<file path="src/rtl/cnt_arb_ctrl_pkg.sv">
// cnt_arb_ctrl_pkg
// Shared types and constants for the two-requester counter arbitration
// controller: default counter width, requester count and FSM state type.
package cnt_arb_ctrl_pkg;

  localparam int DEF_WIDTH = 4;
  localparam int NUM_REQ   = 2;

  typedef enum logic [1:0] {
    ST_IDLE = 2'd0,
    ST_LOAD = 2'd1,
    ST_RUN  = 2'd2,
    ST_DONE = 2'd3
  } state_t;

endpackage

</file>
<file path="src/rtl/rr_arb2.sv">
// rr_arb2
// Two-way arbiter. Default build: round-robin with a one-bit pointer that
// favours requester 0 after reset. With CNT_ARB_CTRL_FIXED_PRIO_EN defined it
// is a fixed-priority encoder (requester 0 wins) and the pointer is removed.
//
// Ports:
//   clock    in   system clock, rising edge
//   reset    in   synchronous active-high reset
//   req      in   [NUM_REQ] pending requests
//   advance  in   pulse: job of 'last' finished or aborted, move the pointer
//   last     in   [NUM_REQ] one-hot owner of the job that just ended
//   winner   out  [NUM_REQ] one-hot winner (combinational), 0 if no request
module rr_arb2
  import cnt_arb_ctrl_pkg::*;
(
  input  logic               clock,
  input  logic               reset,
  input  logic [NUM_REQ-1:0] req,
  input  logic               advance,
  input  logic [NUM_REQ-1:0] last,
  output logic [NUM_REQ-1:0] winner
);

`ifdef CNT_ARB_CTRL_FIXED_PRIO_EN

  logic unused_inputs;
  assign unused_inputs = ^{clock, reset, advance, last};

  always_comb begin
    winner    = '0;
    winner[0] = req[0];
    winner[1] = req[1] & ~req[0];
  end

`else

  // ptr_reg = 0 favours requester 0, 1 favours requester 1.
  logic ptr_reg;

  always_ff @(posedge clock) begin
    if (reset) begin
      ptr_reg <= 1'b0;
    end else if (advance) begin
      // Favour whichever requester did not own the job that just ended.
      ptr_reg <= last[0];
    end
  end

  always_comb begin
    winner = req;                       // single request is already one-hot
    if (req == 2'b11) begin
      winner = ptr_reg ? 2'b10 : 2'b01;
    end
  end

`endif

endmodule

</file>
<file path="src/rtl/cnt_arb_ctrl.sv">
// cnt_arb_ctrl
// Shares one loadable up-counter between two requesters. A granted requester
// gets the counter loaded with its start value and enabled until the counter
// reaches its limit (wrapping modulo 2^WIDTH), then receives a one-cycle done.
// Optional macro CNT_ARB_CTRL_FIXED_PRIO_EN selects fixed priority (requester
// 0 wins simultaneous requests) instead of round-robin.
//
// Ports:
//   clock, reset       clock and synchronous active-high reset
//   req[1:0]           per-requester run request, held until done or abort
//   start0/limit0      requester 0 start / terminal value, sampled at grant
//   start1/limit1      requester 1 start / terminal value, sampled at grant
//   grant[1:0]         one-hot owner, 0 when idle
//   done[1:0]          one-cycle completion pulse to the owner
//   busy               high whenever not idle
//   cnt_enable         counter enable
//   cnt_load           counter load
//   cnt_load_val       counter load value
//   cnt_value          counter current value
module cnt_arb_ctrl
  import cnt_arb_ctrl_pkg::*;
#(
  parameter int WIDTH = DEF_WIDTH
) (
  input  logic               clock,
  input  logic               reset,
  input  logic [NUM_REQ-1:0] req,
  input  logic [WIDTH-1:0]   start0,
  input  logic [WIDTH-1:0]   limit0,
  input  logic [WIDTH-1:0]   start1,
  input  logic [WIDTH-1:0]   limit1,
  output logic [NUM_REQ-1:0] grant,
  output logic [NUM_REQ-1:0] done,
  output logic               busy,
  output logic               cnt_enable,
  output logic               cnt_load,
  output logic [WIDTH-1:0]   cnt_load_val,
  input  logic [WIDTH-1:0]   cnt_value
);

  state_t               state_reg;
  state_t               state_next;
  logic [NUM_REQ-1:0]   owner_reg;
  logic [WIDTH-1:0]     start_reg;
  logic [WIDTH-1:0]     limit_reg;
  logic                 hit_reg;
  logic [NUM_REQ-1:0]   winner;
  logic                 active;
  logic                 abort;
  logic                 at_limit;
  logic                 advance;

  rr_arb2 u_arb (
    .clock   (clock),
    .reset   (reset),
    .req     (req),
    .advance (advance),
    .last    (owner_reg),
    .winner  (winner)
  );

  assign active   = (state_reg == ST_LOAD) || (state_reg == ST_RUN);
  // Owner withdrew its request while the counter is in use.
  assign abort    = active && ((req & owner_reg) == '0);
  assign at_limit = (cnt_value == limit_reg);
  assign advance  = (state_reg == ST_DONE) || abort;

  always_comb begin
    state_next = state_reg;
    case (state_reg)
      ST_IDLE: if (req != '0) state_next = ST_LOAD;
      ST_LOAD: state_next = abort ? ST_IDLE : ST_RUN;
      ST_RUN: begin
        if (abort)        state_next = ST_IDLE;
        else if (hit_reg) state_next = ST_DONE;
      end
      ST_DONE: state_next = ST_IDLE;
      default: state_next = ST_IDLE;
    endcase
  end

  always_ff @(posedge clock) begin
    if (reset) begin
      state_reg <= ST_IDLE;
      owner_reg <= '0;
      start_reg <= '0;
      limit_reg <= '0;
      hit_reg   <= 1'b0;
    end else begin
      state_reg <= state_next;
      if ((state_reg == ST_IDLE) && (req != '0)) begin
        owner_reg <= winner;
        start_reg <= winner[1] ? start1 : start0;
        limit_reg <= winner[1] ? limit1 : limit0;
      end
      // The terminal compare is registered: the counter sits on the limit
      // with enable low for one cycle before the FSM moves to DONE.
      hit_reg <= (state_reg == ST_RUN) && !abort && at_limit;
    end
  end

  assign busy         = (state_reg != ST_IDLE);
  assign cnt_load     = (state_reg == ST_LOAD) && !abort;
  assign cnt_enable   = cnt_load ||
                        ((state_reg == ST_RUN) && !abort && !at_limit);
  assign cnt_load_val = cnt_load ? start_reg : '0;

  genvar gi;
  generate
    for (gi = 0; gi < NUM_REQ; gi++) begin : g_req
      assign grant[gi] = busy && owner_reg[gi];
      assign done[gi]  = (state_reg == ST_DONE) && owner_reg[gi];
    end
  endgenerate

endmodule

</file>
<file path="config.mk">
export PLATFORM = sky130hd
export DESIGN_NAME = cnt_arb_ctrl
export DESIGN_NICKNAME = d
export VERILOG_FILES = /design/src/rtl/cnt_arb_ctrl_pkg.sv /design/src/rtl/rr_arb2.sv /design/src/rtl/cnt_arb_ctrl.sv
export SDC_FILE = /design/constraint.sdc
export NUM_CORES = 1
export LEC_CHECK = 0
export CAP_MARGIN = 10
export CELL_PAD_IN_SITES_DETAIL_PLACEMENT = 1
export CELL_PAD_IN_SITES_GLOBAL_PLACEMENT = 1
export CORE_MARGIN = 1.5
export CORE_UTILIZATION = 28
export DETAILED_ROUTE_END_ITERATION = 12
export PLACE_DENSITY_LB_ADDON = 0.1
export SLEW_MARGIN = 20
export SYNTH_ARGS = -nofsm -noshare
export SYNTH_HDL_FRONTEND = slang
export SYNTH_SLANG_ARGS = --single-unit
</file>
<file path="constraint.sdc">
create_clock -name clock -period 1.6 [get_ports clock]
set_clock_uncertainty 0.05 [all_clocks]
set_input_delay 0.32 -clock clock [delete_from_list [all_inputs] [get_ports clock]]
set_output_delay 0.32 -clock clock [all_outputs]
set_load 0.05 [all_outputs]
</file>
==> impl_metrics.tcl, run 1 <==
set metrics [dict create \
    status "finished, violations left" \
    violations "setup timing" \
    p_seq_share_pct 25.8 \
    worst-setup-path-type "reg2out" \
    fmax_mhz 469 \
    worst_slew_pin_slew_ns 0.318 \
    worst_slack_ns -0.534 \
    yosys-top-cells-area "dfxtp_1 (31%), a311oi_1 (7.8%), ha_1 (6.9%)" \
    grt_pass1_vias 1208 \
    ctsRootBufferMaster "clkbuf_4" \
    drt_first_iter_violations 23 \
    period_minus_slack_ns 2.13 \
    rsz0062_at_grt "yes" \
    ant_nets 0 \
    yosysMostFrequentCell "dfxtp_1" \
    p_per_area_mw_per_mm2 870 \
    dr.pass1.iters 4 \
    place.gp.congestion 0.790 \
    synth-async-reset-ratio_pct 0 \
    totalWireLength_mm 4.13 \
    finalMaxSlewViolations 0 \
    start_util_pct 29.5 \
    hold_viol 0 \
    fin_crit_sh_pct 133 \
    power.switching_uw 644 \
    drc 0 \
    critPathSlowestCell "dfxtp_2" \
    dp_hpwl_mm 2.54 \
    rows 20 \
    ys_ff_latch 14 \
    crit_fanout 2 \
    synth.distinct_cells 35 \
    synth_top_cell_area_share_pct 31.1 \
    synthFlopType "dfxtp_1" \
    syn_area_um2 901 \
    grt_max_degree 18 \
    internal_power_mw 1.03 \
    yosysSeqAreaShare_pct 31.1 \
    h-tree-depth 1 \
    path_cells "inv_2 -> ha_4 -> a21boi_4 -> buf_6 -> a21o_1 -> o2bb2ai_4 -> buf_12" \
    synth_fp_nets 132 \
    fillers 339 \
    p_clk_share_pct 17.2 \
    startpoint_type "flop" \
    io_pins 35 \
    area_growth_pct 114 \
    slowest_delay_ns 0.36 \
    power_switching_share_pct 38.4 \
    die_y_um 59.7 \
    die_w_um 59.7 \
    worstPathRequired_ns 1.23 \
    cts_buffers 3 \
    cts_hold_buf 0 \
    fin_nets 195 \
    synth_edf_count 0 \
    setup_viol 22 \
    p_leak_nw 0.725 \
    path_delay_family "compound AO/OA/AOI/OAI gates" \
    grt_pass1_wl_mm 6.31 \
    avgSynthCellArea_um2 8.75 \
    drt-wirelength-per-cell_um 19.8 \
    clk_latency_ns 0.31 \
    slew_headroom_pct 78.7 \
    cts_buffer_depth 2 \
    grt_util_all_layers_pct 25.0 \
    grt-ovfl-total 0 \
    via_per_inst 5.11 \
    p_comb_share_pct 57.0 \
    clkSinkCount 14 \
    die-area_mm2 0.00357 \
    diodes 0 \
    hold_path_class "reg2reg" \
    holdWs_ns 0.475 \
    ys_top_cells_by_count "dfxtp_1 (14), nor2_1 (12), a311oi_1 (8), nand3b_1 (8)" \
    end_kind "primary output" \
    vias 1069 \
    path_clk_slew_ns 0.11 \
    core_mm2 0.00305 \
    p_total_mw 1.68 \
    syn_inst 103 \
    tritoncts "done" \
    port_buffers 34 \
    worst-endpoint-arrival_ns 1.76 \
    synth_top_cell_by_area "dfxtp_1" \
    drive_gt1_share_pct 53.9 \
    vdd_drop_max_uv 554 \
    cap_viol_max_count 0 \
    r2r_setup_slack_ns -0.23 \
    antenna_found_initial 0 \
    yosys_warnings 0 \
    worst-path-buf-inv 3 \
]
==> final timing paths <==
kind                                      to  cells after the start    startpoint
worst max register to register  limit_reg[3]                     10  state_reg[1]
worst max-delay path              cnt_enable                      7  state_reg[0]
worst min register to register  start_reg[2]                      2  start_reg[2]
worst min-delay path            start_reg[2]                      2  start_reg[2]
==> through the flow <==
stage,utilization (%),setup WS (ns),cell area [um^2],setup TNS (ns),std cells
detailed placement,52.6,-0.437,1610,-6.17,196
finish,63.2,-0.534,1930,-6.17,209
floorplan,-,-0.0607,967,-0.342,103
global route,63.2,-0.591,1930,-7.51,209
CTS,60.7,-0.481,1850,-4.06,208
global placement,52.6,-0.365,1610,-5.34,196
==> area by class of cell <==
type | instances | area, um^2 | share of cell area, %
Timing Repair Buffer | 62 | 718 | 37.2
Tap cell | 44 | 55.1 | 2.86
Clock buffer | 4 | 36.3 | 1.88
Inverter | 6 | 28.8 | 1.49
Timing Repair inverter | 1 | 5.00 | 0.260
Multi-Input combinational cell | 78 | 802 | 41.6
Sequential cell | 14 | 283 | 14.7
==> tightest hold or removal path: cells and delay by family, from the launching register on <==
kind	cells	cell delay (ns)
flops	1	0.33
simple gates	1	0.12
compound gates	1	0.04
==> cells in the final DEF, fill, tap and decap left out, drive strengths merged, types with 3 or more instances in the layout <==
cell type,n
buf,39
and3,4
clkdlybuf4s50,23
nand2,4
nand3b,8
dfxtp,14
o21ai,8
and2,3
inv,5
nor2,12
clkbuf,4
xor2,4
a311oi,8
ha,5
==> power by group through the flow <==
stage,Sequential (mW),Clock [mW],Combinational (mW)
floorplan,0.427,0,0.371
global placement,0.428,0,0.688
detailed placement,0.430,0,0.713
CTS,0.423,0.283,0.899
global route,0.436,0.313,1.01
finish,0.433,0.288,0.957
==> kinds of logic (layout without fill, tap and decap cells) <==
kind of cell	Yosys count	in the layout	share of synthesized area, %
mux	2	2	2.78
xor+xnor	4	4	3.89
flops	14	14	31.1
simple gates	41	41	26.5
compound gates	26	26	23.1
fa+ha+maj	5	5	6.94
buf+inv	11	73	5.69
==> routing by layer <==
metal | GRT usage, % | up-vias | wire length, um
li1 | - | 499 | -
met1 | 29.2 | 539 | 1690
met2 | 45.5 | 26 | 2270
met3 | 4.33 | 5 | 126
met4 | 8.25 | 0 | 47
met5 | 0 | - | 0
==> repair_timing <==
action                     CTS  global route
resized for setup           25            25
setup endpoints to repair   20            24
setup buffers                6             6
pin swaps                   10            14
cloned                       3             0
(Power assumes the default switching activity.)
==> run 2: changes to the inputs <==
--- a/config.mk
+++ b/config.mk
@@ -9,8 +9,9 @@
 export CELL_PAD_IN_SITES_DETAIL_PLACEMENT = 1
 export CELL_PAD_IN_SITES_GLOBAL_PLACEMENT = 1
 export CORE_MARGIN = 1.5
-export CORE_UTILIZATION = 28
+export CORE_UTILIZATION = 30
 export DETAILED_ROUTE_END_ITERATION = 12
+export DONT_BUFFER_PORTS = 1
 export PLACE_DENSITY_LB_ADDON = 0.1
 export SLEW_MARGIN = 20
 export SYNTH_ARGS = -nofsm -noshare
==> impl_metrics.tcl, run 2 (same netlist as run 1, synthesis figures left out) <==
set metrics [dict create \
    status "finished, violations left" \
    violations "DRC, setup timing" \
    antenna_found_initial 0 \
    fin_nets 160 \
    port_buffers 0 \
    drt-wirelength-per-cell_um 19.0 \
    r2r_setup_slack_ns -0.29 \
    clkSinkCount 14 \
    vdd_drop_max_uv 507 \
    final_common_cell "buf_4" \
    area_growth_pct 58.2 \
    drive_gt1_share_pct 48.5 \
    p_per_area_mw_per_mm2 979 \
    utilization_pct 50.8 \
    worst-path-buf-inv 2 \
    slew_headroom_pct 75.0 \
    clk_latency_ns 0.28 \
    core_mm2 0.00281 \
    diodes 0 \
    rsz0062_at_grt "yes" \
    power.switching_uw 499 \
    path_cells "inv_2 -> ha_4 -> a21boi_4 -> a21o_1 -> o2bb2ai_4 -> buf_12" \
    p_seq_share_pct 30.8 \
    slowest_delay_ns 0.35 \
    cts_buffer_depth 2 \
    fmax_mhz 517 \
    critPathSlowestCell "dfxtp_2" \
    worst-endpoint-arrival_ns 1.56 \
    place_ws_ns -0.123 \
    die_y_um 57.8 \
    grt_pass1_wl_mm 4.71 \
    ant_nets 0 \
    finalMaxSlewViolations 0 \
    holdWs_ns 0.0407 \
    crit_fanout 3 \
    cp.depth 6 \
    period_minus_slack_ns 1.93 \
    p_comb_share_pct 50.7 \
    hold_viol 0 \
    worst_slew_pin_slew_ns 0.374 \
    via_per_inst 5.39 \
    dr.pass1.iters 8 \
    startpoint_type "flop" \
    ctsRootBufferMaster "clkbuf_4" \
    die-area_mm2 0.00334 \
    start_util_pct 32.1 \
    worstPathRequired_ns 1.23 \
    cap_viol_max_count 0 \
    io_pins 35 \
    cts_hold_buf 0 \
    place.gp.congestion 0.855 \
    end_kind "primary output" \
    vias 867 \
    grt_util_all_layers_pct 18.5 \
    setup_viol 12 \
    dp_hpwl_mm 2.07 \
    hold_path_class "in2reg" \
    worst_slack_ns -0.334 \
    h-tree-depth 1 \
    cts_buffers 3 \
    timing.rr.end "state_reg[1]" \
    grt-ovfl-total 0 \
    cp-endpoint "cnt_enable" \
    p_clk_share_pct 18.5 \
    internal_power_uw 895 \
    die_w_um 57.8 \
    p_leak_nw 0.550 \
    drt_first_iter_violations 44 \
    power_switching_share_pct 35.8 \
    grt_pass1_vias 933 \
    tritoncts "done" \
    layout_common_cells "buf_4 (14), dfxtp_1 (12), nor2_1 (10)" \
    crit_start "state_reg[1]" \
    totalWireLength_mm 3.07 \
    fin_crit_sh_pct 121 \
    path_clk_slew_ns 0.09 \
    grt_max_degree 18 \
    drc 3 \
    rr_startpoint "state_reg[1]" \
    worst-setup-path-type "reg2out" \
    rows 19 \
    reg2reg_depth 8 \
    setup_tns_ns -3.14 \
    path_delay_family "compound AO/OA/AOI/OAI gates" \
]
[run 2: cell types whose count changed in the layout (fill, tap and decap cells not counted), sizes merged]
cell           before  now
buf                39   27
clkbuf              4    5
clkdlybuf4s50      23    0
clkinvlp            2    0
inv                 5    6
[run 2: power groups by stage]
stage | Sequential [mW] | Clock, mW | Combinational [mW]
6_report | 0.429 | 0.259 | 0.707
5_1_grt | 0.435 | 0.288 | 0.751
4_1_cts | 0.428 | 0.277 | 0.616
3_5_place_dp | 0.435 | 0 | 0.538
3_3_place_gp | 0.432 | 0 | 0.527
2_1_floorplan | 0.427 | 0 | 0.371
[run 2: how the worst min path moves through the flow]
stage	start	to	slack (ns)	cells past startpoint
global route	reset	state_reg[0]	0.02	1
CTS	reset	state_reg[0]	0.02	1
floorplan	reset	state_reg[0]	0.33	1
detailed placement	reset	state_reg[0]	0.33	1
global placement	reset	state_reg[0]	0.33	1
finish	reset	state_reg[0]	0.04	1
[run 2: area by class of cell]
| cell class | count | area, um^2 |
|---|---|---|
| Tap cell | 31 | 38.8 |
| Inverter | 6 | 27.5 |
| Clock buffer | 4 | 36.3 |
| Multi-Input combinational cell | 78 | 724 |
| Sequential cell | 14 | 283 |
| Fill cell | 312 | 1380 |
| Timing Repair Buffer | 28 | 315 |
[run 2: through the flow]
stage	total power [mW]	std cells	cell area [um^2]
4_1_cts	1.32	157	1320
2_1_floorplan	0.798	103	967
3_3_place_gp	0.959	148	1170
6_report	1.39	161	1430
5_1_grt	1.47	161	1430
3_5_place_dp	0.973	148	1170
[run 2: what timing repair did]
action | in CTS | in global routing
setup buffers | 5 | 3
cloned | 0 | 1
pin swaps | 8 | 10
setup endpoints to repair | 14 | 19
gates resized for setup | 19 | 13
[run 2: metal layers]
| metal | wire length [um] | vias to the layer above | part of all wire (%) | GRT usage (%) |
|---|---|---|---|---|
| met5 | 0 | - | 0 | 0 |
| met1 | 1400 | 416 | 46 | 25.0 |
| li1 | - | 429 | - | - |
| met2 | 1510 | 20 | 49 | 30.2 |
| met3 | 137 | 2 | 4.5 | 3.35 |
| met4 | 17 | 0 | 0.55 | 4.98 |
